[src/rtl/cv32e40p_apu_core_pkg.sv]
// APU interface widths shared by the cores and the FPU wrapper, plus the
// index type used when arbitrating several cores onto one FPU.
package cv32e40p_apu_core_pkg;

  localparam int APU_NARGS_CPU    = 3;
  localparam int APU_WOP_CPU      = 6;
  localparam int APU_NDSFLAGS_CPU = 15;
  localparam int APU_NUSFLAGS_CPU = 5;

  localparam int APU_ARB_MAX_REQ  = 8;
  typedef logic [2:0] apu_arb_idx_t;

endpackage

[src/rtl/cv32e40p_apu_arb_id_fifo.sv]
// In-order FIFO of issuing-core indices; a push and a pop in the same cycle
// both take effect, so a full FIFO can accept a push while it is being popped.
module cv32e40p_apu_arb_id_fifo #(
  parameter  int DEPTH = 4,
  parameter  int WIDTH = 1,
  localparam int PW    = (DEPTH > 1) ? $clog2(DEPTH) : 1,
  localparam int CW    = $clog2(DEPTH + 1)
) (
  input  logic             clk_i,
  input  logic             rst_ni,
  input  logic             push,
  input  logic             pop,
  input  logic [WIDTH-1:0] wdata,
  output logic [WIDTH-1:0] rdata,
  output logic [CW-1:0]    count,
  output logic             full,
  output logic             empty
);

  logic [WIDTH-1:0] mem [DEPTH];
  logic [PW-1:0]    rd_ptr;
  logic [PW-1:0]    wr_ptr;
  logic             do_push;
  logic             do_pop;

  function automatic logic [PW-1:0] ptr_inc(input logic [PW-1:0] p);
    return (p == PW'(DEPTH - 1)) ? '0 : p + 1'b1;
  endfunction

  assign empty   = (count == '0);
  assign full    = (count == CW'(DEPTH));
  assign do_pop  = pop & ~empty;
  assign do_push = push & (~full | do_pop);
  assign rdata   = mem[rd_ptr];

  always_ff @(posedge clk_i or negedge rst_ni) begin
    if (!rst_ni) begin
      rd_ptr <= '0;
      wr_ptr <= '0;
      count  <= '0;
      for (int i = 0; i < DEPTH; i++) mem[i] <= '0;
    end else begin
      if (do_push) begin
        mem[wr_ptr] <= wdata;
        wr_ptr      <= ptr_inc(wr_ptr);
      end
      if (do_pop) rd_ptr <= ptr_inc(rd_ptr);
      count <= count + CW'(do_push) - CW'(do_pop);
    end
  end

endmodule

[src/rtl/cv32e40p_apu_arbiter.sv]
// Shares one FPU between NUM_REQ cores: round-robin issue with a lock that
// holds a stalled request stable, and an ID FIFO that routes results back.
module cv32e40p_apu_arbiter
  import cv32e40p_apu_core_pkg::*;
#(
  parameter int NUM_REQ         = 2,
  parameter int MAX_OUTSTANDING = 4
) (
  input  logic                                           clk_i,
  input  logic                                           rst_ni,
  input  logic [NUM_REQ-1:0]                             apu_req_i,
  output logic [NUM_REQ-1:0]                             apu_gnt_o,
  input  logic [NUM_REQ-1:0][APU_NARGS_CPU-1:0][31:0]    apu_operands_i,
  input  logic [NUM_REQ-1:0][APU_WOP_CPU-1:0]            apu_op_i,
  input  logic [NUM_REQ-1:0][APU_NDSFLAGS_CPU-1:0]       apu_flags_i,
  output logic [NUM_REQ-1:0]                             apu_rvalid_o,
  output logic [31:0]                                    apu_result_o,
  output logic [APU_NUSFLAGS_CPU-1:0]                    apu_rflags_o,
  output logic                                           fpu_req_o,
  input  logic                                           fpu_gnt_i,
  output logic [APU_NARGS_CPU-1:0][31:0]                 fpu_operands_o,
  output logic [APU_WOP_CPU-1:0]                         fpu_op_o,
  output logic [APU_NDSFLAGS_CPU-1:0]                    fpu_flags_o,
  input  logic                                           fpu_rvalid_i,
  input  logic [31:0]                                    fpu_result_i,
  input  logic [APU_NUSFLAGS_CPU-1:0]                    fpu_rflags_i,
  output logic                                           busy_o,
  output logic                                           err_o
);

  localparam int IW = $clog2(NUM_REQ);
  localparam int CW = $clog2(MAX_OUTSTANDING + 1);

  logic [IW-1:0] rr_ptr;
  logic [IW-1:0] lock_idx;
  logic          lock;
  logic [IW-1:0] winner;
  logic [IW-1:0] winner_inc;
  logic [IW-1:0] fifo_rdata;
  logic [CW-1:0] fifo_count;
  logic          fifo_full;
  logic          fifo_empty;
  logic          fifo_pop;
  logic          any_req;
  logic          room;
  logic          handshake;

  // Upper half (at/after rr_ptr) is scanned last so it overrides the lower half.
  always_comb begin
    winner = rr_ptr;
    for (int j = NUM_REQ - 1; j >= 0; j--) begin
      if (apu_req_i[j] && (j < int'(rr_ptr))) winner = IW'(j);
    end
    for (int j = NUM_REQ - 1; j >= 0; j--) begin
      if (apu_req_i[j] && (j >= int'(rr_ptr))) winner = IW'(j);
    end
    if (lock) winner = lock_idx;
  end

  assign winner_inc = (winner == IW'(NUM_REQ - 1)) ? '0 : winner + 1'b1;
  assign any_req    = lock ? apu_req_i[lock_idx] : |apu_req_i;
  assign fifo_pop   = fpu_rvalid_i & ~fifo_empty;
  assign room       = ~fifo_full | fifo_pop;
  assign fpu_req_o  = any_req & room;
  assign handshake  = fpu_req_o & fpu_gnt_i;

  assign apu_gnt_o      = handshake ? (NUM_REQ'(1) << winner) : '0;
  assign fpu_operands_o = apu_operands_i[winner];
  assign fpu_op_o       = apu_op_i[winner];
  assign fpu_flags_o    = apu_flags_i[winner];

  assign apu_rvalid_o = fifo_pop ? (NUM_REQ'(1) << fifo_rdata) : '0;
  assign apu_result_o = fpu_result_i;
  assign apu_rflags_o = fpu_rflags_i;
  assign busy_o       = fpu_req_o | (fifo_count != '0);

  // A full FIFO drops fpu_req_o, so neither branch below fires and lock holds.
  always_ff @(posedge clk_i or negedge rst_ni) begin
    if (!rst_ni) begin
      rr_ptr   <= '0;
      lock     <= 1'b0;
      lock_idx <= '0;
      err_o    <= 1'b0;
    end else begin
      if (handshake) begin
        rr_ptr <= winner_inc;
        lock   <= 1'b0;
      end else if (fpu_req_o) begin
        lock     <= 1'b1;
        lock_idx <= winner;
      end else if (lock && !apu_req_i[lock_idx]) begin
        lock <= 1'b0;
      end
      if (fpu_rvalid_i && fifo_empty) err_o <= 1'b1;
    end
  end

  cv32e40p_apu_arb_id_fifo #(
    .DEPTH (MAX_OUTSTANDING),
    .WIDTH (IW)
  ) u_id_fifo (
    .clk_i  (clk_i),
    .rst_ni (rst_ni),
    .push   (handshake),
    .pop    (fifo_pop),
    .wdata  (winner),
    .rdata  (fifo_rdata),
    .count  (fifo_count),
    .full   (fifo_full),
    .empty  (fifo_empty)
  );

endmodule

[config.mk]
export PLATFORM = sky130hd
export DESIGN_NAME = cv32e40p_apu_arbiter
export DESIGN_NICKNAME = d
export VERILOG_FILES = /design/src/rtl/cv32e40p_apu_core_pkg.sv /design/src/rtl/cv32e40p_apu_arb_id_fifo.sv /design/src/rtl/cv32e40p_apu_arbiter.sv
export SDC_FILE = /design/constraint.sdc
export NUM_CORES = 1
export LEC_CHECK = 0
export ABC_CLOCK_PERIOD_IN_PS = 4000
export CORE_AREA = 4 4 168 170
export DETAILED_ROUTE_END_ITERATION = 10
export DIE_AREA = 0 0 172 174
export HOLD_SLACK_MARGIN = 0.06
export PLACE_DENSITY = 0.51
export SYNTH_ARGS = -nofsm -noshare
export SYNTH_HDL_FRONTEND = slang
export SYNTH_SLANG_ARGS = --single-unit
[constraint.sdc]
create_clock -name clk_i -period 4 [get_ports clk_i]
set_clock_uncertainty 0.15 [all_clocks]
set_input_delay 0.6 -clock clk_i [delete_from_list [all_inputs] [get_ports clk_i]]
set_output_delay 0.6 -clock clk_i [all_outputs]
set_load 0.01 [all_outputs]
==> reports/qor.yml <==
outcome: "finished clean"
final.period_utilization_pct: 94.3
regArea_um2: 375
netlist_instances: 241
grt_pass1_wl_um: 20200
die_w_um: 172
worstRegToRegCells: 9
hold_viol: 0
gp_congestion: 0.841
grt_max_degree: 47
multi_input_area_um2: 1740
cts_hold_buffers: 0
io_pins: 438
ys_ff_latch: 15
antenna_found_initial: 0
cap_violations: 0
start_kind: "input port"
cts_max_path_buffers: 2
core_area_um2: 26700
cp_cell_sequence: "clkdlybuf4s50_1 -> inv_1 -> maj3_2 -> mux2i_4 -> buf_12 -> buf_4 -> mux2_2 -> clkdlybuf4s50_1"
critPathRequiredTime_ns: 3.25
hold_path.class: "reg -> reg"
final_common_cell: "clkdlybuf4s50_1"
dp.cells: 902
hold_depth: 1
cp_slowest_cell: "clkdlybuf4s50_1"
worstSetupPathType: "in -> out"
area_growth_syn_to_layout_pct: 155
grt_use_total_pct: 8.79
setup_tns_ns: 0
synth.distinct_cells: 29
dr.pass1.iters: 4
synth_nets: 526
crit_top_cell: "clkdlybuf4s50_1"
leakage_nw: 2.36
setup_viol: 0
dieArea_um2: 29900
nets: 851
synth_area_um2: 2510
vias_per_cell: 3.33
post_cts_buffers: 0
overflow: 0
slew_headroom_pct: 35.6
path_delay_family: "buffers and inverters"
cts_sinks: 15
grt_pass1_vias: 3123
synth_area_per_cell_um2: 10.4
synth_area_leaders: "mux2_2, mux2_1, dfrtp_1"
drt.antenna.violating_nets: 0
hpwl_um: 13600
n_fill_cell: 2859
drive_gt1_share_pct: 16.8
pwr_density_cell_nw_per_um2: 448
via_count: 3021
path_max_fanout: 32
critical_path_depth: 8
cts-buffers-inserted: 3
fmax_mhz: 265
die_h_um: 174
drt_iter0_drc: 63
stdcell_count: 906
antenna_cells: 0
std_cell_rows: 60
netlist.area_leader.share_pct: 35.0
cp_slowest_stage_delay_ns: 0.52
ys_seq_area_share_pct: 15.0
postCtsResizedCells: 0
finalWirelength_um: 15300
cp.arrival_ns: 3.02
worst_slew_pin_slew_ns: 0.964
portBuffers: 363
min_period_ns: 3.77
irDropWorstVdd_uv: 318
worst-path-buf-inv: 5
clock_latency_ns: 0.24
rsz0062_at_grt: "false"
cp-end-kind: "output port"
cts_tree: "done"
root_buffer: "clkbuf_16"
final_cell_mix: "clkdlybuf4s50_1, mux2_2, mux2_1"
drcViolationCount: 0
slew_viol_final: 0
clkSlewWorstSetupHoldPaths_ns: 0.05
htreeDepth: 1
initial_core_util_pct: 9.38
synth_top_cell_by_area: "mux2_2"
wl_per_cell_um: 16.9
ys.warnings.count: 0
==> path summary, 6_finish.rpt <==
path                                     from  slack [ns]            endpoint
max                              apu_req_i[0]        0.23   fpu_operands_o[6]
min                                     err_o        0.31               err_o
max reg2reg                u_id_fifo.count[0]        1.50  u_id_fifo.count[2]
min reg2reg                             err_o        0.31               err_o
max in group asynchronous              rst_ni        2.60            lock_idx
min in group asynchronous              rst_ni        0.64  u_id_fifo.count[0]
==> flip-flops by register name, summed over array words and instances (netlist names) <==
register / count
u_id_fifo.count: 3
err_o: 1
lock_idx: 1
u_id_fifo.wr_ptr: 2
u_id_fifo.rd_ptr: 2
u_id_fifo.mem: 4
lock: 1
rr_ptr: 1
==> cell usage after synthesis (all sizes together) <==
cell,count
mux2,120
buf,51
dfrtp,15
inv,8
ha,7
nor2,5
a21oi,4
a31oi,4
o21ai,4
a21o,2
and2,2
mux2i,2
nor2b,2
nor3,2
xnor2,2
a211oi,1
fa,1
maj3,1
mux4,1
nand2,1
nand2b,1
nor4b,1
o21a,1
o31ai,1
o41ai,1
or2,1
==> metal layers <==
metal	global-route usage [%]	part of all wire (%)	vias to the layer above
li1	-	-	1481
met1	10.3	38	1359
met2	16.5	51	171
met3	2.18	10	10
met4	0.884	0.63	0
met5	0	0	-
==> area by class of cell <==
type	instances	area share [%]
Clock buffer	3	1.17
Clock inverter	1	0.0783
Inverter	8	0.470
Multi-Input combinational cell	167	27.2
Sequential cell	15	5.87
Tap cell	341	6.67
Timing Repair Buffer	371	58.6
==> metrics by stage <==
step                util, %  power [mW]  cell area [um^2]  setup slack (ns)  hold WS (ns)
CTS                    23.9        2.92              6390             0.200         0.315
detailed placement     23.6        2.71              6310             0.197         0.294
finish                 23.9        2.87              6390             0.230         0.314
global route           23.9        3.06              6390             0.126         0.330
floorplan                 -        1.48              2510              1.39         0.154
global placement       23.6        2.71              6310             0.221         0.295
==> power by group <==
group	switching (mW)	internal [mW]	total, mW	leakage (nW)
combinational	0.915	1.46	2.38	2.15
clock	0.0606	0.133	0.194	0.0409
sequential	0.0635	0.230	0.294	0.174
==> kinds of logic after synthesis <==
kind of cell,after synthesis,share of synthesized area (%)
AOI/OAI and AO/OA,18,4.64
xor gates and xnor gates,2,0.699
adders and majority gates,9,4.74
buffers and inverters,59,15.7
DFF,15,15.0
muxes,123,56.1
and+or+nand+nor,15,3.15
==> worst reg2reg max path, stage by stage, from the launching register on <==
cell,delay [ns]
dfrtp_1,0.39
nor3_1,0.33
nand2b_1,0.28
inv_1,0.07
ha_1,0.27
inv_1,0.04
ha_1,0.20
fa_1,0.38
xnor2_1,0.18
xnor2_1,0.13
No activity file was read; power rests on OpenSTA's default activity.
